`config.mk`:
```
export PLATFORM = sky130hd
export DESIGN_NAME = muldiv_unit_flat
export DESIGN_NICKNAME = d
export VERILOG_FILES = /design/src/rtl/muldiv_pkg.sv /design/src/rtl/muldiv_if.sv /design/src/rtl/muldiv_step.sv /design/src/rtl/muldiv_unit.sv /design/src/flat_wrapper.sv
export SDC_FILE = /design/constraint.sdc
export NUM_CORES = 1
export LEC_CHECK = 0
export CELL_PAD_IN_SITES_DETAIL_PLACEMENT = 1
export CELL_PAD_IN_SITES_GLOBAL_PLACEMENT = 2
export CORE_UTILIZATION = 35
export CTS_CLUSTER_DIAMETER = 30
export DETAILED_ROUTE_END_ITERATION = 12
export GPL_TIMING_DRIVEN = 0
export PLACE_DENSITY_LB_ADDON = 0.1
export SKIP_CTS_REPAIR_TIMING = 1
export SLEW_MARGIN = 30
export SYNTH_ARGS = -nofsm -noshare
export SYNTH_HDL_FRONTEND = slang
export SYNTH_SLANG_ARGS = --single-unit
export TNS_END_PERCENT = 50
```
`constraint.sdc`:
```
create_clock -name clk -period 4.72 [get_ports clk]
set_input_delay 0.472 -clock clk [delete_from_list [all_inputs] [get_ports clk]]
set_output_delay 0.472 -clock clk [all_outputs]
set_load 0.01 [all_outputs]
```
`src/rtl/muldiv_pkg.sv`:
```
//============================================================================
// Module      : muldiv_pkg
// Description : Shared op encodings, FSM state type and count-width helper
//               for the iterative multiply/divide unit and its controller.
// Revision    : 1.0 - initial release
//============================================================================
`default_nettype none

package muldiv_pkg;

    // op field encoding; bit 1 selects divide, bit 0 selects signed
    localparam logic [1:0] OP_MULTU = 2'b00;
    localparam logic [1:0] OP_MULT  = 2'b01;
    localparam logic [1:0] OP_DIVU  = 2'b10;
    localparam logic [1:0] OP_DIV   = 2'b11;

    typedef enum logic [1:0] {
        IDLE = 2'd0,
        CALC = 2'd1,
        FIX  = 2'd2
    } state_t;

    // Iteration counter width for a given operand width
    function automatic int count_width(input int width);
        return (width > 1) ? $clog2(width) : 1;
    endfunction

endpackage

`default_nettype wire

```
`src/rtl/muldiv_if.sv`:
```
//============================================================================
// Module      : muldiv_if
// Description : Request/result bundle between the execute-stage controller
//               (master) and the multiply/divide unit (slave).
// Revision    : 1.0 - initial release
//============================================================================
`default_nettype none

interface muldiv_if #(
    parameter int WIDTH = 32
);
    logic             start;
    logic [1:0]       op;
    logic [WIDTH-1:0] a;
    logic [WIDTH-1:0] b;
    logic             hi_we;
    logic             lo_we;
    logic [WIDTH-1:0] wdata;
    logic             busy;
    logic             done;
    logic [WIDTH-1:0] hi;
    logic [WIDTH-1:0] lo;

    modport master (
        output start, op, a, b, hi_we, lo_we, wdata,
        input  busy, done, hi, lo
    );

    modport slave (
        input  start, op, a, b, hi_we, lo_we, wdata,
        output busy, done, hi, lo
    );
endinterface

`default_nettype wire

```
`src/rtl/muldiv_step.sv`:
```
//============================================================================
// Module      : muldiv_step
// Description : One combinational iteration of the multiply/divide datapath.
//               Multiply: conditional add of the multiplicand, shift right.
//               Divide  : trial subtract, restore, select one quotient bit.
// Revision    : 1.0 - initial release
//============================================================================
`default_nettype none

module muldiv_step #(
    parameter int WIDTH = 32
) (
    input  logic               div,
    input  logic [2*WIDTH-1:0] acc_in,   // mult: {partial, multiplier}; div: {0, dividend/quotient}
    input  logic [WIDTH:0]     rem_in,   // partial remainder (divide only)
    input  logic [WIDTH-1:0]   opnd,     // multiplicand or divisor
    output logic [2*WIDTH-1:0] acc_out,
    output logic [WIDTH:0]     rem_out
);
    logic [WIDTH:0]   w_sum;
    logic [WIDTH:0]   w_shift;
    logic [WIDTH+1:0] w_trial;
    logic             w_qbit;

    // Single shift-add or restoring-divide iteration
    always_comb begin
        w_sum   = {1'b0, acc_in[2*WIDTH-1:WIDTH]} + (acc_in[0] ? {1'b0, opnd} : '0);
        w_shift = {rem_in[WIDTH-1:0], acc_in[WIDTH-1]};
        w_trial = {1'b0, w_shift} - {2'b00, opnd};
        w_qbit  = ~w_trial[WIDTH+1];
        if (div) begin
            rem_out = w_qbit ? w_trial[WIDTH:0] : w_shift;
            acc_out = {acc_in[2*WIDTH-1:WIDTH], acc_in[WIDTH-2:0], w_qbit};
        end else begin
            rem_out = rem_in;
            acc_out = {w_sum, acc_in[WIDTH-1:1]};
        end
    end
endmodule

`default_nettype wire

```
`src/rtl/muldiv_unit.sv`:
```
//============================================================================
// Module      : muldiv_unit
// Description : Iterative MULT/MULTU/DIV/DIVU unit owning the HI/LO
//               registers. WIDTH iterations on magnitudes, then one
//               sign-fix cycle that writes HI/LO and pulses done.
// Revision    : 1.0 - initial release
//============================================================================
`default_nettype none

module muldiv_unit
    import muldiv_pkg::*;
#(
    parameter int WIDTH = 32
) (
    input  logic     clk,
    input  logic     reset,     // asynchronous, active-low
    muldiv_if.slave  bus
);
    localparam int CNT_W = count_width(WIDTH);

    state_t             r_state;
    logic [CNT_W-1:0]   r_count;
    logic               r_div;
    logic               r_signed;
    logic               r_rsign;
    logic               r_remsign;
    logic               r_bzero;
    logic [2*WIDTH-1:0] r_acc;
    logic [WIDTH:0]     r_rem;
    logic [WIDTH-1:0]   r_opnd;
    logic [WIDTH-1:0]   r_hi;
    logic [WIDTH-1:0]   r_lo;
    logic               r_done;

    logic               w_is_signed;
    logic               w_is_div;
    logic [WIDTH-1:0]   w_a_mag;
    logic [WIDTH-1:0]   w_b_mag;
    logic [2*WIDTH-1:0] w_acc_nxt;
    logic [WIDTH:0]     w_rem_nxt;
    logic [2*WIDTH-1:0] w_prod;
    logic [WIDTH-1:0]   w_quo;
    logic [WIDTH-1:0]   w_remv;

    assign w_is_signed = (bus.op == OP_MULT) || (bus.op == OP_DIV);
    assign w_is_div    = (bus.op == OP_DIVU) || (bus.op == OP_DIV);
    assign w_a_mag     = (w_is_signed && bus.a[WIDTH-1]) ? -bus.a : bus.a;
    assign w_b_mag     = (w_is_signed && bus.b[WIDTH-1]) ? -bus.b : bus.b;

    muldiv_step #(.WIDTH(WIDTH)) u_step (
        .div     (r_div),
        .acc_in  (r_acc),
        .rem_in  (r_rem),
        .opnd    (r_opnd),
        .acc_out (w_acc_nxt),
        .rem_out (w_rem_nxt)
    );

    // Sign correction applied in FIX. On divide-by-zero the remainder
    // register holds |a|, so the normal remainder fix restores a itself,
    // while the quotient is forced to all ones without negation.
    always_comb begin
        w_prod = (r_signed && r_rsign) ? -r_acc : r_acc;
        w_remv = (r_signed && r_remsign) ? -r_rem[WIDTH-1:0] : r_rem[WIDTH-1:0];
        if (r_bzero)
            w_quo = '1;
        else
            w_quo = (r_signed && r_rsign) ? -r_acc[WIDTH-1:0] : r_acc[WIDTH-1:0];
    end

    assign bus.busy = (r_state != IDLE);
    assign bus.done = r_done;
    assign bus.hi   = r_hi;
    assign bus.lo   = r_lo;

    // Control FSM, iteration datapath registers and HI/LO ownership
    always_ff @(posedge clk or negedge reset) begin
        if (!reset) begin
            r_state   <= IDLE;
            r_count   <= '0;
            r_div     <= 1'b0;
            r_signed  <= 1'b0;
            r_rsign   <= 1'b0;
            r_remsign <= 1'b0;
            r_bzero   <= 1'b0;
            r_acc     <= '0;
            r_rem     <= '0;
            r_opnd    <= '0;
            r_hi      <= '0;
            r_lo      <= '0;
            r_done    <= 1'b0;
        end else begin
            r_done <= 1'b0;
            case (r_state)
                IDLE: begin
                    if (bus.start) begin
                        r_div     <= w_is_div;
                        r_signed  <= w_is_signed;
                        r_rsign   <= bus.a[WIDTH-1] ^ bus.b[WIDTH-1];
                        r_remsign <= bus.a[WIDTH-1];
                        r_bzero   <= (bus.b == '0);
                        r_rem     <= '0;
                        r_count   <= '0;
                        // multiply: multiplier in the low half, multiplicand held apart
                        // divide  : dividend in the low half, divisor held apart
                        r_acc     <= {{WIDTH{1'b0}}, w_is_div ? w_a_mag : w_b_mag};
                        r_opnd    <= w_is_div ? w_b_mag : w_a_mag;
                        r_state   <= CALC;
                    end else begin
                        if (bus.hi_we) r_hi <= bus.wdata;
                        if (bus.lo_we) r_lo <= bus.wdata;
                    end
                end
                CALC: begin
                    r_acc <= w_acc_nxt;
                    r_rem <= w_rem_nxt;
                    if (r_count == CNT_W'(WIDTH - 1))
                        r_state <= FIX;
                    else
                        r_count <= r_count + 1'b1;
                end
                FIX: begin
                    if (r_div) begin
                        r_lo <= w_quo;
                        r_hi <= w_remv;
                    end else begin
                        r_lo <= w_prod[WIDTH-1:0];
                        r_hi <= w_prod[2*WIDTH-1:WIDTH];
                    end
                    r_done  <= 1'b1;
                    r_state <= IDLE;
                end
                default: r_state <= IDLE;
            endcase
        end
    end
endmodule

`default_nettype wire
```
`src/flat_wrapper.sv`:
```
// flat-port wrapper written by rule: the top's interface ports become plain ports
module muldiv_unit_flat import muldiv_pkg::*;
#(
    parameter int WIDTH = 32
)
  (clk, reset, bus_start, bus_op, bus_a, bus_b, bus_hi_we, bus_lo_we, bus_wdata, bus_busy, bus_done, bus_hi, bus_lo);
  muldiv_if #(.WIDTH(WIDTH)) bus_i ();
  input  logic clk;
  input  logic reset;
  input wire logic [$bits(bus_i.start)-1:0] bus_start;
  input wire logic [$bits(bus_i.op)-1:0] bus_op;
  input wire logic [$bits(bus_i.a)-1:0] bus_a;
  input wire logic [$bits(bus_i.b)-1:0] bus_b;
  input wire logic [$bits(bus_i.hi_we)-1:0] bus_hi_we;
  input wire logic [$bits(bus_i.lo_we)-1:0] bus_lo_we;
  input wire logic [$bits(bus_i.wdata)-1:0] bus_wdata;
  output wire logic [$bits(bus_i.busy)-1:0] bus_busy;
  output wire logic [$bits(bus_i.done)-1:0] bus_done;
  output wire logic [$bits(bus_i.hi)-1:0] bus_hi;
  output wire logic [$bits(bus_i.lo)-1:0] bus_lo;
  assign bus_i.start = bus_start;
  assign bus_i.op = bus_op;
  assign bus_i.a = bus_a;
  assign bus_i.b = bus_b;
  assign bus_i.hi_we = bus_hi_we;
  assign bus_i.lo_we = bus_lo_we;
  assign bus_i.wdata = bus_wdata;
  assign bus_busy = bus_i.busy;
  assign bus_done = bus_i.done;
  assign bus_hi = bus_i.hi;
  assign bus_lo = bus_i.lo;
  muldiv_unit #(.WIDTH(WIDTH)) u_core (.clk(clk), .reset(reset), .bus(bus_i));
endmodule
```
==> results of run 1 <==
-- cells in the mapped netlist (6+ instances only) --
| master | n | area (µm²) |
|---|---|---|
| a22oi_1 | 13 | 97.59 |
| a311oi_1 | 7 | 61.31 |
| nand3_1 | 26 | 130.1 |
| o211ai_1 | 42 | 315.3 |
| o31ai_1 | 23 | 172.7 |
| mux2i_1 | 33 | 330.3 |
| a21oi_1 | 177 | 885.9 |
| a32oi_1 | 7 | 61.31 |
| nand2b_1 | 19 | 118.9 |
| o41ai_1 | 10 | 87.58 |
| clkbuf_1 | 101 | 379.1 |
| a221o_1 | 6 | 60.06 |
| a22o_1 | 11 | 96.34 |
| ha_1 | 70 | 875.8 |
| and2_1 | 18 | 112.6 |
| or2_2 | 6 | 37.54 |
| or3_1 | 19 | 118.9 |
| a31oi_1 | 29 | 181.4 |
| inv_1 | 77 | 289.0 |
| dfrtp_1 | 205 | 5130 |
| nor2b_1 | 23 | 143.9 |
| or4_1 | 11 | 82.58 |
| buf_1 | 11 | 41.29 |
| nor4_1 | 19 | 118.9 |
| o21ai_1 | 12 | 60.06 |
| xor2_1 | 85 | 744.5 |
| nand4_1 | 9 | 56.30 |
| o22ai_1 | 42 | 262.8 |
| nand2_1 | 241 | 904.6 |
| a221oi_1 | 7 | 61.31 |
| nor2_1 | 162 | 608.1 |
| o21ai_0 | 179 | 895.9 |
| and3_1 | 15 | 93.84 |
| xnor2_1 | 113 | 989.7 |
| a21o_1 | 27 | 202.7 |
| a211oi_1 | 37 | 277.8 |
| o21a_1 | 9 | 67.56 |
| o221ai_1 | 7 | 61.31 |
| o21bai_1 | 6 | 45.04 |
| nor4_2 | 6 | 75.07 |
| nor3_1 | 48 | 240.2 |
-- per-layer routing --
metal / wire length [µm] / up-vias / part of all wire [%] / GRT usage, %
li1: - / 7839 / - / -
met1: 33440 / 8583 / 43 / 41.33
met2: 35680 / 551 / 46 / 53.98
met3: 4028 / 144 / 5.2 / 3.704
met4: 4288 / 0 / 5.5 / 17.82
met5: 0 / - / 0 / 0
-- per-stage QoR --
step / cell area (µm²) / hold slack [ns] / power [W]
after floorplan: 16200 / 0.1764 / 0.009887
after global placement: 18630 / 0.4612 / 0.01374
after detailed placement: 18690 / 0.3914 / 0.01397
after CTS: 20620 / -0.2272 / 0.01796
after global routing: 20630 / 0.4157 / 0.01911
final: 20630 / 0.3828 / 0.01810
-- cell families (layout without fill, tap and decap cells) --
| group | after synthesis | count (layout) | share of synthesized area, % |
|---|---|---|---|
| adder cells (fa/ha/maj) | 72 | 72 | 5.653 |
| AO/OA/AOI/OAI | 682 | 682 | 26.15 |
| flip-flops | 205 | 205 | 31.66 |
| XOR/XNOR | 198 | 198 | 10.70 |
| buffers and inverters | 195 | 466 | 4.556 |
| AND/OR/NAND/NOR | 645 | 645 | 18.89 |
| multiplexers | 38 | 38 | 2.386 |
-- report_power, final --
group,switching [W],internal (W)
combinational,0.00638,0.00392
clock,0.00120,0.00268
sequential,0.00126,0.00265
-- how the worst max path moves through the flow --
stage	endpoint	slack, ns	cells past startpoint
6_report	u_core.r_rem[24]$_DFFE_PN0P_	0.28	12
3_5_place_dp	u_core.r_rem[18]$_DFFE_PN0P_	0.36	13
3_3_place_gp	u_core.r_opnd[18]$_DFFE_PN0P_	-6.02	1
5_1_grt	u_core.r_rem[17]$_DFFE_PN0P_	0.001	12
2_1_floorplan	u_core.r_acc[58]$_DFFE_PN0P_	1.35	13
4_1_cts	u_core.r_rem[13]$_DFFE_PN0P_	0.31	13
-- sequential cells by signal, indices dropped and copies added (netlist names), 2 cells and up --
name / count
u_core.r_rem: 32
u_core.bus.hi: 32
u_core.r_count: 5
u_core.bus.lo: 32
u_core.r_opnd: 32
u_core.r_acc: 64
u_core.r_state: 2
-- cell type report --
type                    instances  area, µm²  area share (%)
plain buffers                 117      445.4           2.160
clock buffers                  69       1510           7.322
clock inverters                32      414.1           2.008
inverters                      78      292.8           1.419
multi-input cells            1635      10340           50.14
flip-flops and latches        205       5130           24.87
well taps                     600      750.7           3.640
repair buffers                170       1742           8.444
-- cells in the final DEF (no fill, tap or decap), drive strengths merged, types with 10 or more instances in the layout --
cell type	netlist	layout
a22oi	13	13
or3	19	19
ha	70	70
mux2i	33	33
nand2	241	241
clkbuf	101	170
xnor2	113	113
a21o	27	27
a21oi	177	177
o41ai	10	10
nand3	27	27
clkdlybuf4s50	0	166
nor3	49	49
nor2	163	163
o211ai	42	42
buf	16	19
o21ai	192	192
clkinv	1	14
and3	15	15
dfrtp	205	205
nor2b	23	23
o31ai	24	24
or4	14	14
o22ai	42	42
a31oi	29	29
nand2b	19	19
xor2	85	85
nor4	26	26
inv	77	80
and2	18	18
a211oi	37	37
a22o	11	11
-- worst max-delay path: cells and delay by family, from the launching register on --
family | cells | cell delay, ns
AOI/OAI and AO/OA | 7 | 2.16
and+or+nand+nor | 1 | 0.18
buffers and inverters | 3 | 1.13
DFF | 1 | 0.53
adders and majority gates | 1 | 0.32
==> run summary, run 1 <==
outcome: completed
clk_lat worst skew: 0.60 ns
clock-pin slew on the worst setup and hold paths: 0.05 ns
Ys Warns: 0
Die Height: 217.2 µm
DRT Pass-1 Iters: 5
WP data required: 5.20 ns
WL per Instance: 26.65 µm
Max Cap Viol: 0
post-route minimum period: 4.438 ns
Routability Congestion: 0.9661
largest net degree at the start of global routing: 84
# setup viols final: 0
share of layout cells above drive strength 1: 5.941%
Critical Path Max Stage Delay: 0.74 ns
per-instance average area after synthesis: 7.962 µm²
RR Startpoint: u_core.r_acc[31]$_DFFE_PN0P_
period utilization: 94.03%
Starting Density: 35.63%
Crit Path Class: flop to flop
Max FO, Critical Path: 10
Num CTS Buffers: 55
DIE WIDTH: 217.2 µm
Sink Count: 205
Final Net Count: 2437
origin of the worst setup path: u_core.r_acc[31]$_DFFE_PN0P_
FF-to-FF End: u_core.r_rem[24]$_DFFE_PN0P_
cell chain of the critical path: inv_1 -> ha_1 -> nor2b_1 -> o31ai_1 -> a2111oi_0 -> o21ai_1 -> a21oi_1 -> a221o_1 -> clkbuf_1 -> clkbuf_1 -> a21oi_1 -> a22o_1
setup ws final: 0.2816 ns
RSZ-0062 raised after global routing: no
worst reg-to-reg setup slack: 0.28 ns
post-route ant nets: 0
IO Pins: 169
H-tree depth: 2
pwr dens: 877.4 nW/µm²
Vias/cell: 5.890
top_reg_cell synth: dfrtp_1
root buffer cell: clkbuf_16
Placed Cells: 2804
endpoints failing hold: 0
Crit-path slowest cell: a2111oi_0
Static Leak: 8.571 nW
R2R depth: 12
CTS tree: yes
Post-DP HPWL: 62850 µm
synthesis-to-finish area growth: 27.30%
Max Clk Rate: 0.2253 GHz
vias in the first global route: 17640
FFs w/ async S/R, synth: 100.0%
Post-synth EDFFs: 0
Net Count, Synth: 2210
fin cells: 2906
cell area after synthesis: 16200 µm²
drt drc: 0
CP arrival: 4.92 ns
Tot GR Track Use: 32.58%
Core Box Area: 45480 µm²
GRT overflow: 0
peak supply drop: 0.3305 mV
row count: 78
first-pass GRT wire length: 114400 µm
Diodes inserted: 0
post-synthesis sequential area ratio: 31.66%
CP Capture Type: flop
Worst setup SP type: flop
Cells after Synth: 2035
initial drt markers: 1226
Vias: 17117
relative slew slack: 32.26%
Final TNS setup: 0 ns
Worst Hold Class: primary input to async pin
worst slack, placed: 0.3592 ns
Die Footprint: 47160 µm²
unique cell type count in the Yosys netlist: 72
fill count: 5516
port buffer count: 167
utilization after layout: 45.35%
clk buf depth: 3
antenna violations before repair: 0
drt total wl: 77440 µm
synthesized flop and latch total: 205
Least-Margin Pin Slew: 1.012 ns
max-slew violations: 0
Setup Skew: 0.02258 ns
Power figures use the tool's default switching activity.
==> inputs of run 2 (changes only) <==
--- a/config.mk
+++ b/config.mk
@@ -11,6 +11,7 @@
 export CTS_CLUSTER_DIAMETER = 30
 export DETAILED_ROUTE_END_ITERATION = 12
 export GPL_TIMING_DRIVEN = 0
+export MAX_ROUTING_LAYER = met4
 export PLACE_DENSITY_LB_ADDON = 0.1
 export SKIP_CTS_REPAIR_TIMING = 1
 export SLEW_MARGIN = 30
==> run summary, run 2 (synthesized netlist as in run 1, its figures left out) <==
outcome: completed (unchanged)
Setup Skew: 0.02341 ns (was 0.02258 ns)
DIE WIDTH: 217.2 µm (unchanged)
WP data required: 5.19 ns (was 5.20 ns)
Diodes inserted: 0 (unchanged)
max-slew violations: 0 (unchanged)
period utilization: 97.98% (was 94.03%)
H-tree depth: 2 (unchanged)
Crit-path slowest cell: a2111oi_0 (unchanged)
clk_lat worst skew: 0.62 ns (was 0.60 ns)
Routability Congestion: 0.9815 (was 0.9661)
port buffer count: 167 (unchanged)
Tot Pwr: 0.01875 W (was 0.01810 W)
Crit Path Class: flop to flop (unchanged)
relative slew slack: 35.66% (was 32.26%)
row count: 78 (unchanged)
FF+latch area: 5130 µm² (unchanged)
Cell Area, Placed: 18690 µm² (unchanged)
post-route ant nets: 0 (unchanged)
root buffer cell: clkbuf_16 (unchanged)
peak supply drop: 0.4047 mV (was 0.3305 mV)
Max FO, Critical Path: 10 (unchanged)
fill count: 5484 (was 5516)
CP arrival: 5.10 ns (was 4.92 ns)
Sink Count: 205 (unchanged)
share of layout cells above drive strength 1: 6.096% (was 5.941%)
clock-pin slew on the worst setup and hold paths: 0.04 ns (was 0.05 ns)
commonest non-fill, non-tap cells in the layout: nand2_1, dfrtp_1, o21ai_0 (unchanged)
Hold Slack: 0.3968 ns (was 0.3828 ns)
Num CTS Buffers: 58 (was 55)
Die Height: 217.2 µm (unchanged)
Core Box Area: 45480 µm² (unchanged)
synthesis-to-finish area growth: 29.23% (was 27.30%)
drt total wl: 78170 µm (was 77440 µm)
# setup viols final: 0 (unchanged)
CP Capture Type: flop (unchanged)
pwr dens: 895.6 nW/µm² (was 877.4 nW/µm²)
drt drc: 0 (unchanged)
Crit path max-delay family: compound AO/OA/AOI/OAI gates (unchanged)
Max Cap Viol: 0 (unchanged)
Max Clk Rate: 0.2162 GHz (was 0.2253 GHz)
Static Leak: 8.732 nW (was 8.571 nW)
clk buf depth: 3 (unchanged)
Starting Density: 35.63% (unchanged)
largest net degree at the start of global routing: 81 (was 84)
RSZ-0062 raised after global routing: no (unchanged)
Design Area, Final: 20940 µm² (was 20630 µm²)
first-pass GRT wire length: 115600 µm (was 114400 µm)
post-route minimum period: 4.625 ns (was 4.438 ns)
Post-DP HPWL: 63170 µm (was 62850 µm)
Least-Margin Pin Slew: 0.9562 ns (was 1.012 ns)
IO Pins: 169 (unchanged)
Worst Hold Class: primary input to async pin (unchanged)
max reg flops: 64 (unchanged)
Vias/cell: 5.901 (was 5.890)
DRT Pass-1 Iters: 5 (unchanged)
vias in the first global route: 17514 (was 17640)
endpoints failing hold: 0 (unchanged)
CTS tree: yes (unchanged)
GRT overflow: 0 (unchanged)
initial drt markers: 1079 (was 1226)
worst path bufs/invs: 3 (unchanged)
Final Net Count: 2440 (was 2437)
Worst setup SP type: flop (unchanged)
Tot GR Track Use: 33.99% (was 32.58%)
Critical Path Max Stage Delay: 0.78 ns (was 0.74 ns)
Die Footprint: 47160 µm² (unchanged)
antenna violations before repair: 1 (was 0)
Vias: 17191 (was 17117)
largest register by flop count: u_core.r_acc (unchanged)
utilization after layout: 46.04% (was 45.35%)
WL per Instance: 26.83 µm (was 26.65 µm)
multi-input logic area: 10340 µm² (unchanged)
commonest non-fill, non-tap cell in the layout: nand2_1 (unchanged)
cell chain of the critical path: inv_1 -> ha_1 -> nor2b_1 -> o31ai_1 -> a2111oi_0 -> o21ai_1 -> a21oi_1 -> a221o_1 -> clkbuf_1 -> clkbuf_1 -> nand2_1 -> o21ai_0 -> o21ai_0 (was inv_1 -> ha_1 -> nor2b_1 -> o31ai_1 -> a2111oi_0 -> o21ai_1 -> a21oi_1 -> a221o_1 -> clkbuf_1 -> clkbuf_1 -> a21oi_1 -> a22o_1)
-- run 2: final timing paths --
kind / start / endpoint / slack (ns) / cells after the start
setup / recovery: u_core.r_acc[31]$_DFFE_PN0P_ / u_core.r_rem[18]$_DFFE_PN0P_ / 0.1 / 13
setup reg to reg: u_core.r_acc[31]$_DFFE_PN0P_ / u_core.r_rem[18]$_DFFE_PN0P_ / 0.1 / 13
hold reg to reg: u_core.bus.lo[19]$_DFFE_PN0P_ / u_core.bus.lo[19]$_DFFE_PN0P_ / 0.48 / 2
max in group asynchronous: reset / u_core.r_acc[10]$_DFFE_PN0P_ / 3.13 / 4
hold / removal: reset / u_core.bus.lo[27]$_DFFE_PN0P_ / 0.40 / 2
min in group clk: u_core.bus.lo[19]$_DFFE_PN0P_ / u_core.bus.lo[19]$_DFFE_PN0P_ / 0.48 / 2
-- run 2: power breakdown --
group | internal [W] | total [W] | switching, W
clock | 0.00326 | 0.00450 | 0.00124
combinational | 0.00392 | 0.0103 | 0.00641
sequential | 0.00265 | 0.00392 | 0.00127
total | 0.00984 | 0.0188 | 0.00892
-- run 2: layer usage --
layer / up-vias / part of all wire [%] / wire length, µm / global-route usage (%)
met5: - / 0 / 0 / -
li1: 7865 / - / - / -
met3: 118 / 5.3 / 4129 / 4.430
met4: 0 / 4.6 / 3616 / 15.56
met2: 581 / 47 / 36420 / 54.87
met1: 8627 / 44 / 34010 / 42.23
-- run 2: cell type report --
type	instances	share of cell area, %
Buffer	117	2.127
Clock buffer	77	7.756
Clock inverter	31	2.928
Inverter	78	1.398
Multi-Input combinational cell	1635	49.39
Sequential cell	205	24.50
Tap cell	600	3.585
Timing Repair Buffer	170	8.318
-- run 2: stage by stage --
step                       TNS, ns  setup WS (ns)  instances
after floorplan                  0          1.349       2035
after global placement    -1235.81         -6.063       2802
after global routing             0        0.02058       2913
after detailed placement         0         0.3371       2804
final                            0        0.09540       2913
after CTS                        0         0.3249       2912
==> inputs of run 3 (changes only) <==
--- a/config.mk
+++ b/config.mk
@@ -7,7 +7,7 @@
 export LEC_CHECK = 0
 export CELL_PAD_IN_SITES_DETAIL_PLACEMENT = 1
 export CELL_PAD_IN_SITES_GLOBAL_PLACEMENT = 2
-export CORE_UTILIZATION = 35
+export CORE_UTILIZATION = 31
 export CTS_CLUSTER_DIAMETER = 30
 export DETAILED_ROUTE_END_ITERATION = 12
 export GPL_TIMING_DRIVEN = 0
==> constraint.sdc (replaced) <==
create_clock -name clk -period 4.03 [get_ports clk]
set_input_delay 0.403 -clock clk [delete_from_list [all_inputs] [get_ports clk]]
set_output_delay 0.403 -clock clk [all_outputs]
set_load 0.01 [all_outputs]
==> run summary, run 3 (synthesized netlist as in run 1, its figures left out) <==
Placed Cells: 2884 (was 2804)
Setup Skew: 0.02176 ns (was 0.02341 ns)
peak supply drop: 0.3388 mV (was 0.4047 mV)
post-route ant nets: 0 (unchanged)
fin cells: 2995 (was 2913)
max-slew violations: 0 (unchanged)
Max Clk Rate: 0.2575 GHz (was 0.2162 GHz)
Least-Margin Pin Slew: 1.057 ns (was 0.9562 ns)
Hold Slack: 0.3150 ns (was 0.3968 ns)
clock-pin slew on the worst setup and hold paths: 0.04 ns (about the same)
post-route minimum period: 3.884 ns (was 4.625 ns)
setup ws final: 0.1457 ns (was 0.09540 ns)
Die Height: 230.6 µm (was 217.2 µm)
largest register by flop count: u_core.r_acc (unchanged)
Static Leak: 8.667 nW (was 8.732 nW)
initial drt markers: 1187 (was 1079)
# setup viols final: 0 (unchanged)
Routability Congestion: 0.9742 (was 0.9815)
IO Pins: 169 (unchanged)
commonest non-fill, non-tap cell in the layout: nand2_1 (unchanged)
Vias: 17048 (was 17191)
pwr dens: 1029 nW/µm² (was 895.6 nW/µm²)
Final Net Count: 2440 (unchanged)
first-pass GRT wire length: 117600 µm (was 115600 µm)
CTS tree: yes (unchanged)
Max Cap Viol: 0 (unchanged)
port buffer count: 167 (unchanged)
clk buf depth: 3 (unchanged)
Die Footprint: 53190 µm² (was 47160 µm²)
relative slew slack: 29.26% (was 35.66%)
cell chain of the critical path: inv_1 -> ha_1 -> nor2b_1 -> o31ai_2 -> a2111oi_2 -> o21ai_2 -> a21oi_2 -> a221o_1 -> clkbuf_1 -> buf_2 -> mux2i_1 -> o21ai_0 (was inv_1 -> ha_1 -> nor2b_1 -> o31ai_1 -> a2111oi_0 -> o21ai_1 -> a21oi_1 -> a221o_1 -> clkbuf_1 -> clkbuf_1 -> nand2_1 -> o21ai_0 -> o21ai_0)
worst slack, placed: -0.3854 ns (was 0.3371 ns)
root buffer cell: clkbuf_16 (unchanged)
drt total wl: 79740 µm (was 78170 µm)
max reg flops: 64 (unchanged)
Tot Pwr: 0.02155 W (was 0.01875 W)
Max FO, Critical Path: 10 (unchanged)
commonest non-fill, non-tap cells in the layout: nand2_1, dfrtp_1, o21ai_0 (unchanged)
Worst setup SP type: flop (unchanged)
Diodes inserted: 0 (unchanged)
Post-DP HPWL: 64890 µm (was 63170 µm)
Core Box Area: 51510 µm² (was 45480 µm²)
synthesis-to-finish area growth: 29.22% (was 29.23%)
RSZ-0062 raised after global routing: yes (was no)
vias in the first global route: 17759 (was 17514)
DIE WIDTH: 230.6 µm (was 217.2 µm)
Critical Path Max Stage Delay: 0.55 ns (was 0.78 ns)
largest net degree at the start of global routing: 81 (unchanged)
WL per Instance: 26.63 µm (was 26.83 µm)
outcome: completed (unchanged)
Crit Path Class: flop to flop (unchanged)
GRT overflow: 0 (unchanged)
Vias/cell: 5.692 (was 5.901)
H-tree depth: 2 (unchanged)
Crit-path slowest cell: dfrtp_1 (was a2111oi_0)
endpoints failing hold: 0 (unchanged)
Num CTS Buffers: 58 (unchanged)
utilization after layout: 40.65% (was 46.04%)
drt drc: 0 (unchanged)
Tot GR Track Use: 30.72% (was 33.99%)
Worst Hold Class: primary input to async pin (unchanged)
row count: 83 (was 78)
DRT Pass-1 Iters: 5 (unchanged)
share of layout cells above drive strength 1: 6.868% (was 6.096%)
period utilization: 96.38% (was 97.98%)
Starting Density: 31.46% (was 35.63%)
WP data required: 4.47 ns (was 5.19 ns)
CP Capture Type: flop (unchanged)
antenna violations before repair: 2 (was 1)
CP arrival: 4.33 ns (was 5.10 ns)
Sink Count: 205 (unchanged)
clk_lat worst skew: 0.61 ns (was 0.62 ns)
==> run 3: cell types whose count changed in the layout (fill, tap and decap cells not counted), moves of 3 or more <==
cell / before / now
a2111oi_0: 5 / 2
clkbuf_8: 8 / 11
bufinv_16: 16 / 8
clkbuf_2: 0 / 4
clkinvlp_4: 3 / 7
clkinv_4: 0 / 3
clkbuf_1: 111 / 105
==> run 3: path summary, 6_finish.rpt <==
check,slack [ns],endpoint,from,cells past startpoint
setup / recovery,0.15,u_core.r_rem[11]$_DFFE_PN0P_,u_core.r_acc[31]$_DFFE_PN0P_,12
hold / removal,0.32,u_core.bus.lo[29]$_DFFE_PN0P_,reset,2
max in group asynchronous,2.92,u_core.r_acc[0]$_DFFE_PN0P_,reset,3
min in group clk,0.47,u_core.bus.lo[25]$_DFFE_PN0P_,u_core.bus.lo[25]$_DFFE_PN0P_,2
setup reg to reg,0.15,u_core.r_rem[11]$_DFFE_PN0P_,u_core.r_acc[31]$_DFFE_PN0P_,12
hold reg to reg,0.47,u_core.bus.lo[25]$_DFFE_PN0P_,u_core.bus.lo[25]$_DFFE_PN0P_,2
==> run 3: power breakdown <==
group	switching (W)	internal, W
registers	0.00146	0.00311
logic	0.00754	0.00464
clock network	0.00144	0.00336
total	0.0104	0.0111
==> run 3: final cells by class <==
class / instances / area [µm²]
sequential: 205 / 5131
tap: 680 / 850.8
buffer: 117 / 450.4
multi-input combinational: 1635 / 10400
timing repair buffer: 170 / 1742
clock inverter: 32 / 411.6
inverter: 78 / 292.8
fill: 6209 / 30570
clock buffer: 78 / 1658
==> run 3: stage by stage <==
stage	instance area, µm²	TNS, ns
3_5_place_dp	18790	-7.619
5_1_grt	20940	-0.2115
6_report	20940	0
4_1_cts	20860	-8.280
3_3_place_gp	18730	-1409.51
2_1_floorplan	16200	0
==> run 3: layer usage <==
layer / wire, µm / up-vias / share of wire (%) / track usage, %
li1: - / 7841 / - / -
met1: 35700 / 8526 / 45 / 38.96
met2: 36390 / 536 / 46 / 48.88
met3: 3515 / 145 / 4.4 / 2.977
met4: 4141 / 0 / 5.2 / 15.19
met5: 0 / - / 0 / -
==> run 3: critical path: cells and delay by family, from the launching register on <==
kind / cells / cell delay [ns]
AOI/OAI and AO/OA: 6 / 1.37
buffers and inverters: 3 / 1.07
adders and majority gates: 1 / 0.32
muxes: 1 / 0.23
and+or+nand+nor: 1 / 0.21
DFF: 1 / 0.55
